===== src/rtl/rggen_bit_field_rw_keyed_if.sv =====
// Register-block side of a single bit field: write strobe/data/mask in, field value out.
interface rggen_bit_field_if #(
    parameter int WIDTH = 8
);
    logic             write_access;
    logic [WIDTH-1:0] write_data;
    logic [WIDTH-1:0] write_mask;
    logic [WIDTH-1:0] value;
    logic [WIDTH-1:0] read_data;

    modport master (
        output write_access, write_data, write_mask,
        input  value, read_data
    );

    modport slave (
        input  write_access, write_data, write_mask,
        output value, read_data
    );
endinterface


===== src/rtl/rggen_bit_field_rw_keyed.sv =====
// Key-protected RW bit field: a key word sequence opens a timed write window, optionally one-shot.
// Optional status ports o_unlocked / o_key_error exist only when RGGEN_KEYED_FIELD_STATUS_EN is defined.
module rggen_bit_field_rw_keyed #(
    parameter bit                        MODE          = 1'b0,
    parameter int                        WIDTH         = 8,
    parameter logic [WIDTH-1:0]          INITIAL_VALUE = '0,
    parameter int                        KEY_DEPTH     = 2,
    parameter logic [KEY_DEPTH*WIDTH-1:0] KEY_VALUE    = '0,
    parameter int                        TIMEOUT       = 16,
    parameter int                        ONE_SHOT      = 1
) (
    input  logic                 clk,
    input  logic                 rst,
    input  logic                 i_lock_or_enable,
    rggen_bit_field_if.slave     bit_field_if,
    output logic [WIDTH-1:0]     o_value
`ifdef RGGEN_KEYED_FIELD_STATUS_EN
   ,output logic                 o_unlocked
   ,output logic                 o_key_error
`endif
);
    localparam int KIW = (KEY_DEPTH > 1) ? $clog2(KEY_DEPTH) : 1;
    localparam int TW  = $clog2(TIMEOUT + 1);

    typedef enum logic [1:0] {
        LOCKED,
        ARMING,
        UNLOCKED
    } state_t;

    state_t           state_q, state_d;
    logic [KIW-1:0]   key_idx_q, key_idx_d;
    logic [TW-1:0]    timer_q, timer_d;
    logic [WIDTH-1:0] value_q, value_d;

    logic             gated_write;
    logic             full_mask;
    logic             key_match;
    logic             last_key;
    logic [WIDTH-1:0] cur_key;

    assign gated_write = bit_field_if.write_access && (i_lock_or_enable == MODE);
    assign full_mask   = (bit_field_if.write_mask == '1);
    assign last_key    = (int'(key_idx_q) == KEY_DEPTH - 1);
    assign key_match   = gated_write && full_mask && (bit_field_if.write_data == cur_key);

    always_comb begin
        cur_key = KEY_VALUE[WIDTH-1:0];
        for (int k = 0; k < KEY_DEPTH; k++) begin
            if (int'(key_idx_q) == k) begin
                cur_key = KEY_VALUE[k*WIDTH +: WIDTH];
            end
        end
    end

    always_comb begin
        state_d   = state_q;
        key_idx_d = key_idx_q;
        timer_d   = timer_q;
        value_d   = value_q;
        case (state_q)
            LOCKED, ARMING: begin
                if (key_match) begin
                    if (last_key) begin
                        state_d   = UNLOCKED;
                        key_idx_d = '0;
                        timer_d   = TW'(TIMEOUT);
                    end else begin
                        state_d   = ARMING;
                        key_idx_d = key_idx_q + KIW'(1);
                        if (state_q == LOCKED) begin
                            timer_d = TW'(TIMEOUT);
                        end
                    end
                end else if (gated_write) begin
                    // A bad word that happens to be the first key restarts the sequence
                    if (full_mask && (bit_field_if.write_data == KEY_VALUE[WIDTH-1:0])) begin
                        state_d   = ARMING;
                        key_idx_d = KIW'(1);
                        timer_d   = TW'(TIMEOUT);
                    end else begin
                        state_d   = LOCKED;
                        key_idx_d = '0;
                        timer_d   = '0;
                    end
                end else if (state_q == ARMING) begin
                    if (timer_q == TW'(1)) begin
                        state_d   = LOCKED;
                        key_idx_d = '0;
                        timer_d   = '0;
                    end else begin
                        timer_d = timer_q - TW'(1);
                    end
                end
            end
            UNLOCKED: begin
                if (gated_write) begin
                    value_d = (value_q & ~bit_field_if.write_mask)
                            | (bit_field_if.write_data & bit_field_if.write_mask);
                end
                if ((timer_q == TW'(1)) || ((ONE_SHOT != 0) && gated_write)) begin
                    state_d = LOCKED;
                    timer_d = '0;
                end else begin
                    timer_d = timer_q - TW'(1);
                end
            end
            default: begin
                state_d   = LOCKED;
                key_idx_d = '0;
                timer_d   = '0;
            end
        endcase
    end

    always_ff @(posedge clk) begin
        if (rst) begin
            state_q   <= LOCKED;
            key_idx_q <= '0;
            timer_q   <= '0;
            value_q   <= INITIAL_VALUE;
        end else begin
            state_q   <= state_d;
            key_idx_q <= key_idx_d;
            timer_q   <= timer_d;
            value_q   <= value_d;
        end
    end

    assign o_value                = value_q;
    assign bit_field_if.value     = value_q;
    assign bit_field_if.read_data = value_q;

`ifdef RGGEN_KEYED_FIELD_STATUS_EN
    logic key_error_q, key_error_d;

    // Flags any gated write in LOCKED/ARMING that is not the expected key word
    assign key_error_d = gated_write && !key_match && (state_q != UNLOCKED);

    always_ff @(posedge clk) begin
        if (rst) begin
            key_error_q <= 1'b0;
        end else begin
            key_error_q <= key_error_d;
        end
    end

    assign o_unlocked  = (state_q == UNLOCKED);
    assign o_key_error = key_error_q;
`else
    // Status stays internal; field behaviour is unchanged.
`endif
endmodule

===== src/flat_wrapper.sv =====
// flat-port wrapper written by rule: the top's interface ports become plain ports
module rggen_bit_field_rw_keyed_flat 
#(
    parameter bit                        MODE          = 1'b0,
    parameter int                        WIDTH         = 8,
    parameter logic [WIDTH-1:0]          INITIAL_VALUE = '0,
    parameter int                        KEY_DEPTH     = 2,
    parameter logic [KEY_DEPTH*WIDTH-1:0] KEY_VALUE    = '0,
    parameter int                        TIMEOUT       = 16,
    parameter int                        ONE_SHOT      = 1
)
  (clk, rst, i_lock_or_enable, o_value, bit_field_if_write_access, bit_field_if_write_data, bit_field_if_write_mask, bit_field_if_value, bit_field_if_read_data);
  rggen_bit_field_if #(.WIDTH(WIDTH)) bit_field_if_i ();
  input  logic clk;
  input  logic rst;
  input  logic i_lock_or_enable;
  output logic [WIDTH-1:0] o_value;
  input wire logic [$bits(bit_field_if_i.write_access)-1:0] bit_field_if_write_access;
  input wire logic [$bits(bit_field_if_i.write_data)-1:0] bit_field_if_write_data;
  input wire logic [$bits(bit_field_if_i.write_mask)-1:0] bit_field_if_write_mask;
  output wire logic [$bits(bit_field_if_i.value)-1:0] bit_field_if_value;
  output wire logic [$bits(bit_field_if_i.read_data)-1:0] bit_field_if_read_data;
  assign bit_field_if_i.write_access = bit_field_if_write_access;
  assign bit_field_if_i.write_data = bit_field_if_write_data;
  assign bit_field_if_i.write_mask = bit_field_if_write_mask;
  assign bit_field_if_value = bit_field_if_i.value;
  assign bit_field_if_read_data = bit_field_if_i.read_data;
  rggen_bit_field_rw_keyed #(.MODE(MODE), .WIDTH(WIDTH), .INITIAL_VALUE(INITIAL_VALUE), .KEY_DEPTH(KEY_DEPTH), .KEY_VALUE(KEY_VALUE), .TIMEOUT(TIMEOUT), .ONE_SHOT(ONE_SHOT)) u_core (.clk(clk), .rst(rst), .i_lock_or_enable(i_lock_or_enable), .bit_field_if(bit_field_if_i), .o_value(o_value));
endmodule

===== config.mk =====
export PLATFORM = sky130hd
export DESIGN_NAME = rggen_bit_field_rw_keyed_flat
export DESIGN_NICKNAME = d
export VERILOG_FILES = /design/src/rtl/rggen_bit_field_rw_keyed_if.sv /design/src/rtl/rggen_bit_field_rw_keyed.sv /design/src/flat_wrapper.sv
export SDC_FILE = /design/constraint.sdc
export NUM_CORES = 1
export LEC_CHECK = 0
export BUFFER_PORTS_ARGS = -buffer_cell sky130_fd_sc_hd__buf_2
export CORE_MARGIN = 1
export CORE_UTILIZATION = 45
export DETAILED_ROUTE_END_ITERATION = 12
export GPL_TIMING_DRIVEN = 0
export MAX_ROUTING_LAYER = met4
export PLACE_DENSITY = 0.78
export SYNTH_ARGS = -nofsm -noshare
export SYNTH_HDL_FRONTEND = slang
export SYNTH_SLANG_ARGS = --single-unit

===== constraint.sdc =====
create_clock -name clk -period 3.27 [get_ports clk]
set_input_delay 0.4905 -clock clk [delete_from_list [all_inputs] [get_ports clk]]
set_output_delay 0.4905 -clock clk [all_outputs]
set_load 0.02 [all_outputs]

# Word level (Yosys, flattened, before mapping)
# Index checks and enable logic that the tools add are counted.
# op_classes
addsub,2
n_mul,0
div,0
n_lt_le_gt_ge,0
eq_ne,8
shift,0
n_mux,24
n_bitwise,6
n_reduce_logical,12
# op_table
cell,count
$mux W5,8
$and A8 B8 Y8,2
$mux W2,6
$pmux W5 S2,1
$eq A8 B8 Y1 const B,1
$logic_not A8 Y1,1
$ne A4 B1 Y1 const B,2
$not A8 Y8,1
$or A8 B8 Y8,1
$mux W1,7
$reduce_and A3 Y1,2
$eq A5 B1 Y1 const B,1
$sub A5 B1 Y5 const B,1
$logic_and A1 B1 Y1,4
$ne A4 B3 Y1 const B,1
$pmux W2 S2,1
$reduce_and A2 Y1,2
$eq A2 B1 Y1 const B,1
$eq A2 B2 Y1 const B,1
$logic_not A2 Y1,1
$ne A2 B1 Y1 const B,1
$not A1 Y1,2
$pmux W1 S2,1
$reduce_or A2 Y1,1
other kinds (2),2
# totals
ff_bits,16
latchBits,0
mem_bits_rw,0
mem_bits_ro,0
inputBits,20
mem_count,0

# Logic depth before layout (Yosys ltp)
# logic_depth
depth_word,6
mapped_depth,7
mapped_depth_nobuf,7

# Worst setup path before layout
# Ideal clock, no wire load.
# synth_timing
path_kind,input to register
start,in bit_field_if_write_data[3]
end,reg u_core.timer_q[4]
t_arrival_ns,2.164
required_time_ns,3.144
slack_ns,0.980
path_stages,5
n_path_buf,0
path_cell_list,or4_1 -> or4_4 -> o41ai_4 -> o21bai_1 -> a21oi_1
# synth_between
elab_chain_len,6
# synth_lines
element,line_no,text
from (decl),flat_wrapper.sv:19,input wire logic [$bits(bit_field_if_i.write_data)-1:0] bit_field_if_write_data;
$logic_not A8 Y1 *,"rggen_bit_field_rw_keyed.sv:45, rggen_bit_field_rw_keyed.sv:77",
$logic_and A1 B1 Y1,rggen_bit_field_rw_keyed.sv:77,if (full_mask && (bit_field_if.write_data == KEY_VALUE[WIDTH-1:0])) begin
$mux W5,rggen_bit_field_rw_keyed.sv:77,
$mux W5,rggen_bit_field_rw_keyed.sv:75,end else if (gated_write) begin
$mux W5,rggen_bit_field_rw_keyed.sv:63,if (key_match) begin
$pmux W5 S2,rggen_bit_field_rw_keyed.sv:61,case (state_q)
to (signal assigned),rggen_bit_field_rw_keyed.sv:125,timer_q <= timer_d;
to (decl),rggen_bit_field_rw_keyed.sv:33,"logic [TW-1:0] timer_q, timer_d;"
# Mark *: on every way between the ends. The rest lies on a longest branch, timed or not.
# A chain may end at the register's enable or synchronous reset.

# Worst setup path in the final report
# layout_timing
start,in bit_field_if_write_data[3]
end,reg u_core.timer_q[3]
# layout_between
elab_chain_len,4
# layout_lines
element,line_no,text
$logic_not A8 Y1 *,rggen_bit_field_rw_keyed.sv:45,assign key_match = gated_write && full_mask && (bit_field_if.write_data == cur_key);
$logic_and A1 B1 Y1 *,rggen_bit_field_rw_keyed.sv:45,
"$ne A4 B3 Y1 (no line), or another cell as far along",--,
$reduce_and A2 Y1 (no line) or $pmux W5 S2 (tied branches),--,
# Marks and branches as above.

==> results.sh <==
export IMPL_outcome="finished with violations"
export IMPL_violations="design-rule violations"
export IMPL_fillCellCount=190
export IMPL_swShare=0.297
export IMPL_multi_input_area_um2=468
export IMPL_crit_path_start_kind="primary input"
export IMPL_overflow=0
export IMPL_cts_resized=0
export IMPL_critical_path_class="primary input to register"
export IMPL_gp_congestion=0.739
export IMPL_first_pass_iters=8
export IMPL_drtIter0Drc=17
export IMPL_finalSetupTns_ns=0
export IMPL_final_antenna_net_count=0
export IMPL_r2r_worst_path_cells=6
export IMPL_leakagePower_uw=0.000571
export IMPL_cts_hold_buf=0
export IMPL_synth_seq_area_share=0.343
export IMPL_worstMarginPinSlew_ns=0.513
export IMPL_ys_seq_elements=16
export IMPL_p_int_uw=317
export IMPL_grt_pass1_wl_um=3220
export IMPL_rsz0062_at_grt="no"
export IMPL_powerDensity_nw_per_um2=371
export IMPL_path_clk_slew_ns=0.11
export IMPL_io_buffers=42
export IMPL_crit_required_ns=3.43
export IMPL_synth_cell_type_count=25
export IMPL_end_kind="register"
export IMPL_holdCritStartpoint="bit_field_if_write_data[3]"
export IMPL_comb_power_share=0.215
export IMPL_r2r_start="u_core.timer_q[0]"
export IMPL_dp_cells=194
export IMPL_avgSynthCellArea_um2=7.48
export IMPL_area_growth_pct=30.0
export IMPL_finalCriticalPeriod_ns=2.23
export IMPL_cts_buffers=3
export IMPL_maxSlewViolCount=0
export IMPL_wl_per_cell_um=11.1
export IMPL_setup_viol=0
export IMPL_grt_max_degree=11
export IMPL_pwr_share_seq=0.480
export IMPL_h_tree_depth=1
export IMPL_clkPwrFrac=0.305
export IMPL_max_vdd_ir_drop_v=0.000231
export IMPL_stdcell_count=198
export IMPL_root_buffer="clkbuf_4"
export IMPL_ys_warn_count=0
export IMPL_syn_nets=147
export IMPL_r2r_end="u_core.timer_q[4]"
export IMPL_fp_dieW_um=47.6
export IMPL_final_layout_size_suffix_gt1_frac=0.380
export IMPL_die_area_um2=2260
export IMPL_finalHoldViolCount=0
export IMPL_vias_per_cell=5.06
export IMPL_ioPinCount=44
export IMPL_grtUsageTotal=0.206
export IMPL_core_um2=1960
export IMPL_max_freq_ghz=0.448
export IMPL_clock_path_buffers=2
export IMPL_cts_tree="built"
export IMPL_skew_ns=0.0130
export IMPL_clkSinkCount=16
export IMPL_place_hpwl_um=1750
export IMPL_die_h_um=47.6
export IMPL_num_vias=1002
export IMPL_switchingPower_uw=134
export IMPL_totalWireLength_um=2210
export IMPL_hold_depth=3
export IMPL_netlist_instances=125
export IMPL_syn_cell_area_um2=935
export IMPL_maxSlewHeadroom=0.658
export IMPL_post_cts_setup_buffer_count=0
export IMPL_drc_errors=1
export IMPL_min_period_over_period=0.682
export IMPL_ff2ff_setup_slack_ns=1.28
export IMPL_worstSkewPairLatency_ns=0.30
export IMPL_grt_antenna_before_repair=0
export IMPL_maxCapViolCount=0
export IMPL_finalHoldWorstSlack_ns=0.438
export IMPL_rows=16
export IMPL_hold_class="primary input to register"
export IMPL_regArea_um2=320
export IMPL_nets=194
export IMPL_grt_pass1_vias=774
export IMPL_cp_data_arrival_time_ns=2.39
export IMPL_num_antenna_cells=0
export IMPL_path_max_fanout=9
export IMPL_start_util=0.476
## Yosys cell counts (all sizes together)
library cell | instances | area share
nor2b | 2 | 0.013
nor2 | 9 | 0.036
o21ai | 4 | 0.021
clkbuf | 3 | 0.012
a31oi | 1 | 0.0067
nand2b | 3 | 0.020
inv | 3 | 0.012
o21bai | 1 | 0.0080
o41ai | 1 | 0.029
nand3 | 10 | 0.054
nor3 | 5 | 0.027
or3 | 5 | 0.033
or4 | 2 | 0.020
nor4 | 2 | 0.013
buf | 17 | 0.13
or4b | 2 | 0.021
a21oi | 14 | 0.075
nand2 | 22 | 0.088
nand4 | 1 | 0.0067
ha | 2 | 0.027
dfxtp | 16 | 0.34
## cells by family (layout without fill, tap and decap cells)
family                     count (synthesis)  count (layout)  synth area share
and+or+nand+nor                           63              63             0.333
DFF                                       16              16             0.343
adders and majority gates                  2               2            0.0268
buffers and inverters                     23              69             0.157
AOI/OAI and AO/OA                         21              21             0.141
## power by group through the flow
stage | registers (uW) | clock network [uW] | logic [uW]
6_report | 216 | 137 | 97.0
5_1_grt | 219 | 146 | 109
4_1_cts | 216 | 141 | 97.5
3_5_place_dp | 220 | 0 | 97.3
3_3_place_gp | 220 | 0 | 93.1
2_1_floorplan | 219 | 0 | 65.5
## cell type report
class / count / share of cell area
Inverter: 3 / 0.00927
Multi-Input combinational cell: 86 / 0.385
Sequential cell: 16 / 0.264
Timing Repair Buffer: 42 / 0.173
Buffer: 20 / 0.111
Tap cell: 27 / 0.0278
Clock buffer: 4 / 0.0299
## worst max-delay path, stage by stage
cell	delay [ns]
buf_2	0.10
or4_1	0.53
or4_4	0.54
o41ai_4	0.49
or3_1	0.18
a21oi_1	0.06
## worst max path at each step
stage | start | endpoint | slack (ns) | cells past startpoint
after floorplan | bit_field_if_write_data[3] | u_core.timer_q[4] | 0.98 | 5
after global placement | bit_field_if_write_data[3] | u_core.timer_q[4] | 0.74 | 6
after detailed placement | bit_field_if_write_data[3] | u_core.timer_q[3] | 0.70 | 6
after CTS | bit_field_if_write_data[3] | u_core.timer_q[2] | 1.03 | 6
after global routing | bit_field_if_write_data[3] | u_core.timer_q[2] | 0.96 | 6
final | bit_field_if_write_data[3] | u_core.timer_q[3] | 1.04 | 6
## through the flow
| step | power, uW | area [um2] | util | setup slack, ns |
|---|---|---|---|---|
| 2_1_floorplan | 285 | 935 | - | 0.980 |
| 3_3_place_gp | 313 | 1180 | 0.601 | 0.737 |
| 3_5_place_dp | 318 | 1180 | 0.601 | 0.702 |
| 4_1_cts | 454 | 1210 | 0.619 | 1.03 |
| 5_1_grt | 473 | 1210 | 0.619 | 0.962 |
| 6_report | 451 | 1210 | 0.619 | 1.04 |
## layout by cell type (no fill, tap or decap)
cell type / count
buf_2: 42
nand2_1: 22
dfxtp_1: 16
buf_4: 16
a21oi_1: 14
nand3_1: 10
nor2_1: 9
or3_1: 5
nor3_1: 5
inv_1: 3
nand2b_1: 3
clkbuf_1: 3
clkbuf_4: 3
nor2b_1: 2
o21ai_1: 2
nor4_1: 2
o21ai_0: 2
ha_1: 2
buf_1: 1
or4_1: 1
or4_4: 1
or4b_1: 1
nand4_1: 1
or4b_2: 1
o41ai_4: 1
o21bai_1: 1
a31oi_1: 1
clkbuf_8: 1
## metal layers
| layer | GRT usage | wire, um | up-vias | part of all wire |
|---|---|---|---|---|
| li1 | - | - | 510 | - |
| met1 | 0.262 | 976 | 459 | 0.44 |
| met2 | 0.332 | 1090 | 28 | 0.49 |
| met3 | 0.0340 | 113 | 5 | 0.051 |
| met4 | 0.0667 | 27 | 0 | 0.012 |
| met5 | - | 0 | - | 0 |
Power figures use the tool's default switching activity.
